**config.mk**
```make
export PLATFORM = sky130hd
export DESIGN_NAME = toggle_pulse_gen
export DESIGN_NICKNAME = d
export VERILOG_FILES = /design/src/rtl/toggle_pulse_gen.sv
export SDC_FILE = /design/constraint.sdc
export NUM_CORES = 1
export LEC_CHECK = 0
export BUFFER_PORTS_ARGS = -buffer_cell sky130_fd_sc_hd__clkbuf_2
export CAP_MARGIN = 10
export CORE_MARGIN = 5
export CORE_UTILIZATION = 55
export DETAILED_ROUTE_END_ITERATION = 12
export GPL_TIMING_DRIVEN = 0
export PLACE_DENSITY_LB_ADDON = 0.05
export SLEW_MARGIN = 20
export SYNTH_ARGS = -nofsm -noshare
export SYNTH_HDL_FRONTEND = slang
export SYNTH_SLANG_ARGS = --single-unit
```
**constraint.sdc**
```tcl
create_clock -name clk -period 5.78 [get_ports clk]
set_input_delay 0.578 -clock clk [delete_from_list [all_inputs] [get_ports clk]]
set_output_delay 0.578 -clock clk [all_outputs]
set_load 0.01 [all_outputs]
```
**src/rtl/toggle_pulse_gen.sv**
```systemverilog
// Purpose : pushbutton front-end; synchronises, debounces both edges, emits one-cycle t pulses (optional auto-repeat).
// Latency : t and btn_db rise at edge 3+DEB_CYCLES after btn rises; btn_db falls 3+DEB_CYCLES edges after release.
// Backpressure: none; en=0 only masks t and evt_cnt, the debounce FSM keeps running.
module toggle_pulse_gen #(
    parameter int DEB_CYCLES    = 4,
    parameter int REPEAT_CYCLES = 0,
    parameter int CNT_W         = 16
) (
    input  logic       clk,
    input  logic       rst,
    input  logic       btn,
    input  logic       en,
    output logic       t,
    output logic       btn_db,
    output logic [7:0] evt_cnt
);

    typedef enum logic [1:0] {
        IDLE  = 2'd0,
        DB_HI = 2'd1,
        HELD  = 2'd2,
        DB_LO = 2'd3
    } state_t;

    // Terminal counts; REP_LAST is meaningless when repeat is disabled and is
    // always qualified by REP_EN.
    localparam logic [CNT_W-1:0] DEB_LAST = CNT_W'(DEB_CYCLES - 1);
    localparam logic [CNT_W-1:0] REP_LAST = CNT_W'(REPEAT_CYCLES - 1);
    localparam logic             REP_EN   = (REPEAT_CYCLES != 0);

    logic             s1;
    logic             s2;
    state_t           state;
    state_t           state_nxt;
    logic [CNT_W-1:0] cnt;
    logic [CNT_W-1:0] cnt_nxt;
    logic [CNT_W-1:0] rcnt;
    logic [CNT_W-1:0] rcnt_nxt;
    logic             btn_db_nxt;
    logic             pulse;
    logic             t_nxt;
    logic [7:0]       evt_cnt_nxt;

    // Two-flop synchroniser for the asynchronous button; only s2 is used downstream.
    always_ff @(posedge clk or negedge rst) begin
        if (!rst) begin
            s1 <= 1'b0;
            s2 <= 1'b0;
        end else begin
            s1 <= btn;
            s2 <= s1;
        end
    end

    // State, counters and registered outputs; reset drops any pending pulse at once.
    always_ff @(posedge clk or negedge rst) begin
        if (!rst) begin
            state   <= IDLE;
            cnt     <= '0;
            rcnt    <= '0;
            btn_db  <= 1'b0;
            t       <= 1'b0;
            evt_cnt <= 8'd0;
        end else begin
            state   <= state_nxt;
            cnt     <= cnt_nxt;
            rcnt    <= rcnt_nxt;
            btn_db  <= btn_db_nxt;
            t       <= t_nxt;
            evt_cnt <= evt_cnt_nxt;
        end
    end

    // Next-state logic: debounce both edges, decide when a pulse is issued.
    always_comb begin
        state_nxt  = state;
        cnt_nxt    = cnt;
        rcnt_nxt   = rcnt;
        btn_db_nxt = btn_db;
        pulse      = 1'b0;

        unique case (state)
            IDLE: begin
                if (s2) begin
                    state_nxt = DB_HI;
                    cnt_nxt   = '0;
                end
            end

            DB_HI: begin
                if (!s2) begin
                    // Press glitch shorter than the debounce window.
                    state_nxt = IDLE;
                end else if (cnt == DEB_LAST) begin
                    state_nxt  = HELD;
                    btn_db_nxt = 1'b1;
                    rcnt_nxt   = '0;
                    pulse      = 1'b1;
                end else begin
                    cnt_nxt = cnt + 1'b1;
                end
            end

            HELD: begin
                if (!s2) begin
                    state_nxt = DB_LO;
                    cnt_nxt   = '0;
                end else if (REP_EN && (rcnt == REP_LAST)) begin
                    pulse    = 1'b1;
                    rcnt_nxt = '0;
                end else if (REP_EN) begin
                    rcnt_nxt = rcnt + 1'b1;
                end else begin
                    rcnt_nxt = '0;
                end
            end

            DB_LO: begin
                if (s2) begin
                    // Release bounce: back to held, repeat interval restarts.
                    state_nxt = HELD;
                    rcnt_nxt  = '0;
                end else if (cnt == DEB_LAST) begin
                    state_nxt  = IDLE;
                    btn_db_nxt = 1'b0;
                end else begin
                    cnt_nxt = cnt + 1'b1;
                end
            end

            default: begin
                state_nxt = IDLE;
            end
        endcase
    end

    // Pulse gating: en is looked at only in the decision cycle.
    always_comb begin
        t_nxt       = pulse & en;
        evt_cnt_nxt = evt_cnt;
        if (pulse && en) begin
            evt_cnt_nxt = evt_cnt + 8'd1;
        end
    end

endmodule

```
After elaboration in Yosys (flattened, before gate mapping) --
Cells that the tools add are included.
Storage, ports and cells: output and inout bits 10, input port bits 4, word-level logic and storage cells 49, register bits after elaboration 30
Cells by class: bitwise gates (word level) 1, mux-type cells 21, add/sub/neg operators 2, eq/ne operators 12, reduce and logical (&&, ||, !) cells 6
Operators with widths (number):
- $mux 16 | 5
- $pmux 16 s4 | 1
- $add 16x1->16 const B | 1
- $eq 16x2->1 const B | 1
- $mux 2 | 6
- $ne 2x2->1 const B | 6
- $add 8x1->8 const B | 1
- $pmux 2 s4 | 1
- $reduce_and 4->1 | 2
- $mux 1 | 7
- $ne 3x3->1 const B | 2
- $reduce_and 5->1 | 1
- $eq 2x2->1 const B | 2
- $eq 2x1->1 const B | 1
- $logic_not 2->1 | 1
- $pmux 1 s2 | 1
- $reduce_bool 2->1 | 1
- $and 1x1->1 | 1
- $logic_and 1x1->1 | 1

Depth between registers and ports, before layout --
word-level depth 5, mapped depth 6

Worst setup path after synthesis --
OpenSTA, ideal clock, no wires.
path kind register to register, start reg cnt[5], end reg evt_cnt[1], arrival 2.123 ns, path slack 3.530 ns, period minus slack after synthesis 2.250 ns, buffers on the path 2, setup time 0.128 ns, cell stages (with the launch flop) 7, path through dfrtp_1 > buf_6 > or4_4 > or4_4 > buf_6 > nor2_1 > mux2_1
On the way: longest elaborated chain between the ends 5
Ends and longest elaborated chain:
- start: declaration | RTL line 35 | logic [CNT_W-1:0] cnt;
- start signal: assignment | RTL line 66 | cnt <= cnt_nxt;
- $eq 16x2->1 | RTL line 94 | end else if (cnt == DEB_LAST) begin
- $mux 1 | RTL line 94
- $mux 1 | RTL line 91 | if (!s2) begin
- $mux 1 | RTL line 82 | unique case (state)
- $logic_and 1x1->1 | RTL line 141 | if (pulse && en) begin
- end signal: assignment | RTL line 70 | evt_cnt <= evt_cnt_nxt;
- end: declaration | RTL line 15 | output logic [7:0] evt_cnt
Every way passes these cells. A chain may end at the register's enable or synchronous reset.

Final worst setup path --
start reg cnt[9], end reg cnt[2]
On the way: longest elaborated chain between the ends 4
Ends and longest elaborated chain (RTL line):
- $eq 16x2->1 (*) | 94, 123
- $mux 16 (*)
- $mux 16, on equally long branches
- $pmux 16 s4 (*)
Mark *: on every way between the ends. The rest lies on a longest branch, timed or not. The select of a mux whose other input is x is not followed.

==> impl_metrics.env <==
export IMPL_status="finished, final reports clean"
export IMPL_cp_num_cells=5
export IMPL_placed_cells=197
export IMPL_dieArea_um2=3920
export IMPL_maxSlewViolCount=0
export IMPL_synth_flop_cell="dfrtp_1"
export IMPL_pwr_share_clk_pct=24.1
export IMPL_clock_sinks=30
export IMPL_syn_inst=153
export IMPL_fin_cells=205
export IMPL_port_buffers=13
export IMPL_p_leak_nw=0.789
export IMPL_ys_seq_area_share_pct=49.3
export IMPL_drtPass1Iterations=6
export IMPL_fillCellCount=233
export IMPL_vdd_ir_drop_max_uv=204
export IMPL_period_share_pct=45.5
export IMPL_finalClockSkew_ps=8.35
export IMPL_htreeDepth=2
export IMPL_totalWireLength_um=3180
export IMPL_top_layer_used="met4"
export IMPL_vias=1301
export IMPL_cp_max_fo=8
export IMPL_grt_pass1_wl_um=5730
export IMPL_muxShareOfSynthArea_pct=2.14
export IMPL_rsz0062_at_grt="no"
export IMPL_ctsResizeCount=0
export IMPL_core_um2=2710
export IMPL_post_cts_buffers=0
export IMPL_synth_compound_area_share_pct=15.0
export IMPL_clkTransAtPathRegs_ps=90
export IMPL_synth_xor_area_share_pct=4.60
export IMPL_wl_met2_um=1530
export IMPL_syn_avg_cell_area_um2=9.95
export IMPL_synth_distinct_cells=35
export IMPL_crit_chain="or4_1 > o41ai_1 > inv_1 > nand2_1 > o21ai_0"
export IMPL_start_util_pct=56.2
export IMPL_antenna_found_initial=0
export IMPL_dieWidth_um=62.6
export IMPL_synth_simple_area_share_pct=22.8
export IMPL_wl_met1_um=1390
export IMPL_drc_errors=0
export IMPL_wl_met3_um=206
export IMPL_cts_tree="yes"
export IMPL_row_count=19
export IMPL_synth_top_family_by_area="simple AND/OR/NAND/NOR gates"
export IMPL_final_common_cell="dfrtp_1"
export IMPL_worstSkewPairLatency_ps=320
export IMPL_path_class="reg2reg"
export IMPL_finalHoldViolCount=0
export IMPL_io_pins=14
export IMPL_synth_seq_cells=30
export IMPL_root_buffer="clkbuf_4"
export IMPL_slew_headroom_pct=45.0
export IMPL_slowest_stage="o41ai_1"
export IMPL_dieHeight_um=62.6
export IMPL_nNetsFinal=179
export IMPL_critPathLaunchType="flop"
export IMPL_antenna_left=0
export IMPL_switching_share_pct=36.2
export IMPL_regArea_um2=751
export IMPL_dp_hpwl_um=2250
export IMPL_multiInputGateArea_um2=704
export IMPL_wire_per_inst_um=15.5
export IMPL_clockBufferDepth=2
export IMPL_path_buf_inv=1
export IMPL_synth_edf_count=0
export IMPL_power_frac_seq_pct=47.5
export IMPL_worst_setup_path_end_kind="flop"
export IMPL_combPwrFrac_pct=28.4
export IMPL_final_cell_mix="30 x dfrtp_1, 18 x o21ai_0, 13 x clkbuf_2"
export IMPL_fmax_mhz=380
export IMPL_finalSetupTns_ps=0
export IMPL_drv_cap=0
export IMPL_hold_class="in2async"
export IMPL_p_int_w=0.000337
export IMPL_grt_start_max_net_pins=31
export IMPL_cp_arrival_ps=2820
export IMPL_setup_viol=0
export IMPL_cp_top_family="compound AO/OA/AOI/OAI gates"
export IMPL_synthArstFlopShare_pct=100
export IMPL_worst_r2r_path_depth=5
export IMPL_antenna_cells=0
export IMPL_worst_pin_slew_ps=815
export IMPL_grt_pass1_vias=1282
export IMPL_areaGrowthSynthToFinish_pct=10.8
export IMPL_cp_slowest_stage_delay_ps=790
export IMPL_numCtsBuffers=5
export IMPL_synth_adder_area_share_pct=1.64
export IMPL_syn_num_nets=159
export IMPL_yosys_warnings=0
export IMPL_powerDensity_nw_per_um2=313
export IMPL_drive_above_1_share_pct=16.1
export IMPL_fin_crit_ps=2630
export IMPL_grtUsageTotal_pct=18.0
export IMPL_power_switching_w=0.000191
export IMPL_avgViaCountPerCell=6.35
export IMPL_required_ps=5970
export IMPL_overflow=0
export IMPL_place_gp_congestion=0.819
export IMPL_ctsHoldBuffers=0
export IMPL_drt_initial_drc_count=93
export IMPL_syn_area_um2=1520
==> final cells by class <==
class / count / share of cell area (%)
flip-flops and latches: 30 / 44.5
multi-input cells: 109 / 41.8
repair buffers: 13 / 3.86
clock buffers: 7 / 3.26
plain buffers: 8 / 2.67
well taps: 31 / 2.30
inverters: 6 / 1.34
clock inverters: 1 / 0.297
==> sequential cells by signal (all words and copies together), names as in the netlist, named ones only <==
signal and cells:
s1 1, btn_db 1, state 1, evt_cnt 8, s2 1, t 1, cnt 16
==> cells in the mapped netlist (all sizes together), types with 2 or more instances <==
library cell	instances	area, um2
nand2	10	37.5
nand3	7	35.0
o41ai	2	17.5
nand4	8	50.1
o31ai	5	37.5
inv	6	22.5
and4	3	27.5
or4	7	63.8
dfrtp	30	751
o21ai	18	90.1
nor4	5	31.3
xor2	7	61.3
a21o	2	15.0
and2	2	12.5
clkbuf	6	22.5
mux2	2	22.5
a31oi	2	12.5
nor3	3	15.0
nor2	3	11.3
ha	2	25.0
and3	4	26.3
nand2b	2	12.5
a21oi	8	40.0
buf	2	22.5
==> worst register-to-register path: cells and delay by family (launching register included) <==
family	cells	cell delay, ps
AND/OR/NAND/NOR	2	910
buffers and inverters	1	230
flip-flops	1	450
AO/OA/AOI/OAI	2	920
==> power by group through the flow <==
stage          combinational [W]  sequential, W  clock, W
2_1_floorplan           0.000105       0.000252         0
3_3_place_gp            0.000146       0.000253         0
3_5_place_dp            0.000150       0.000254         0
4_1_cts                 0.000150       0.000250  0.000133
5_1_grt                 0.000172       0.000253  0.000148
6_report                0.000150       0.000250  0.000127
==> final timing paths <==
kind | to | startpoint | slack [ps]
min reg2reg | s2 | s1 | 380
min | evt_cnt[7] | rst | 300
max | cnt[2] | cnt[9] | 3150
max reg2reg | cnt[2] | cnt[9] | 3150
max in group asynchronous | cnt[15] | rst | 5020
min in group clk | s1 | btn | 360
==> routing by layer <==
metal | up-vias | GRT usage (%)
met1 | 632 | 19.8
met4 | 0 | 7.96
met2 | 52 | 32.3
met5 | - | 0
met3 | 6 | 4.32
li1 | 611 | -
==> through the flow <==
stage          worst slack (ps)  hold WS (ps)  cell area [um2]  util [%]  total power, W
6_report                   3150           298             1690      62.2        0.000527
3_5_place_dp               3200           357             1630      60.0        0.000404
2_1_floorplan              3530           282             1520         -        0.000358
5_1_grt                    2890           328             1690      62.2        0.000573
4_1_cts                    3170           310             1690      62.2        0.000533
3_3_place_gp               3230           333             1630      60.0        0.000399
==> cells by family (layout without fill, tap and decap cells) <==
kind of cell / count (synthesis) / after routing
xor+xnor: 8 / 8
compound gates: 39 / 39
fa+ha+maj: 2 / 2
flops: 30 / 30
mux: 3 / 3
simple gates: 57 / 57
buf+inv: 14 / 35
(Power assumes the default switching activity.)
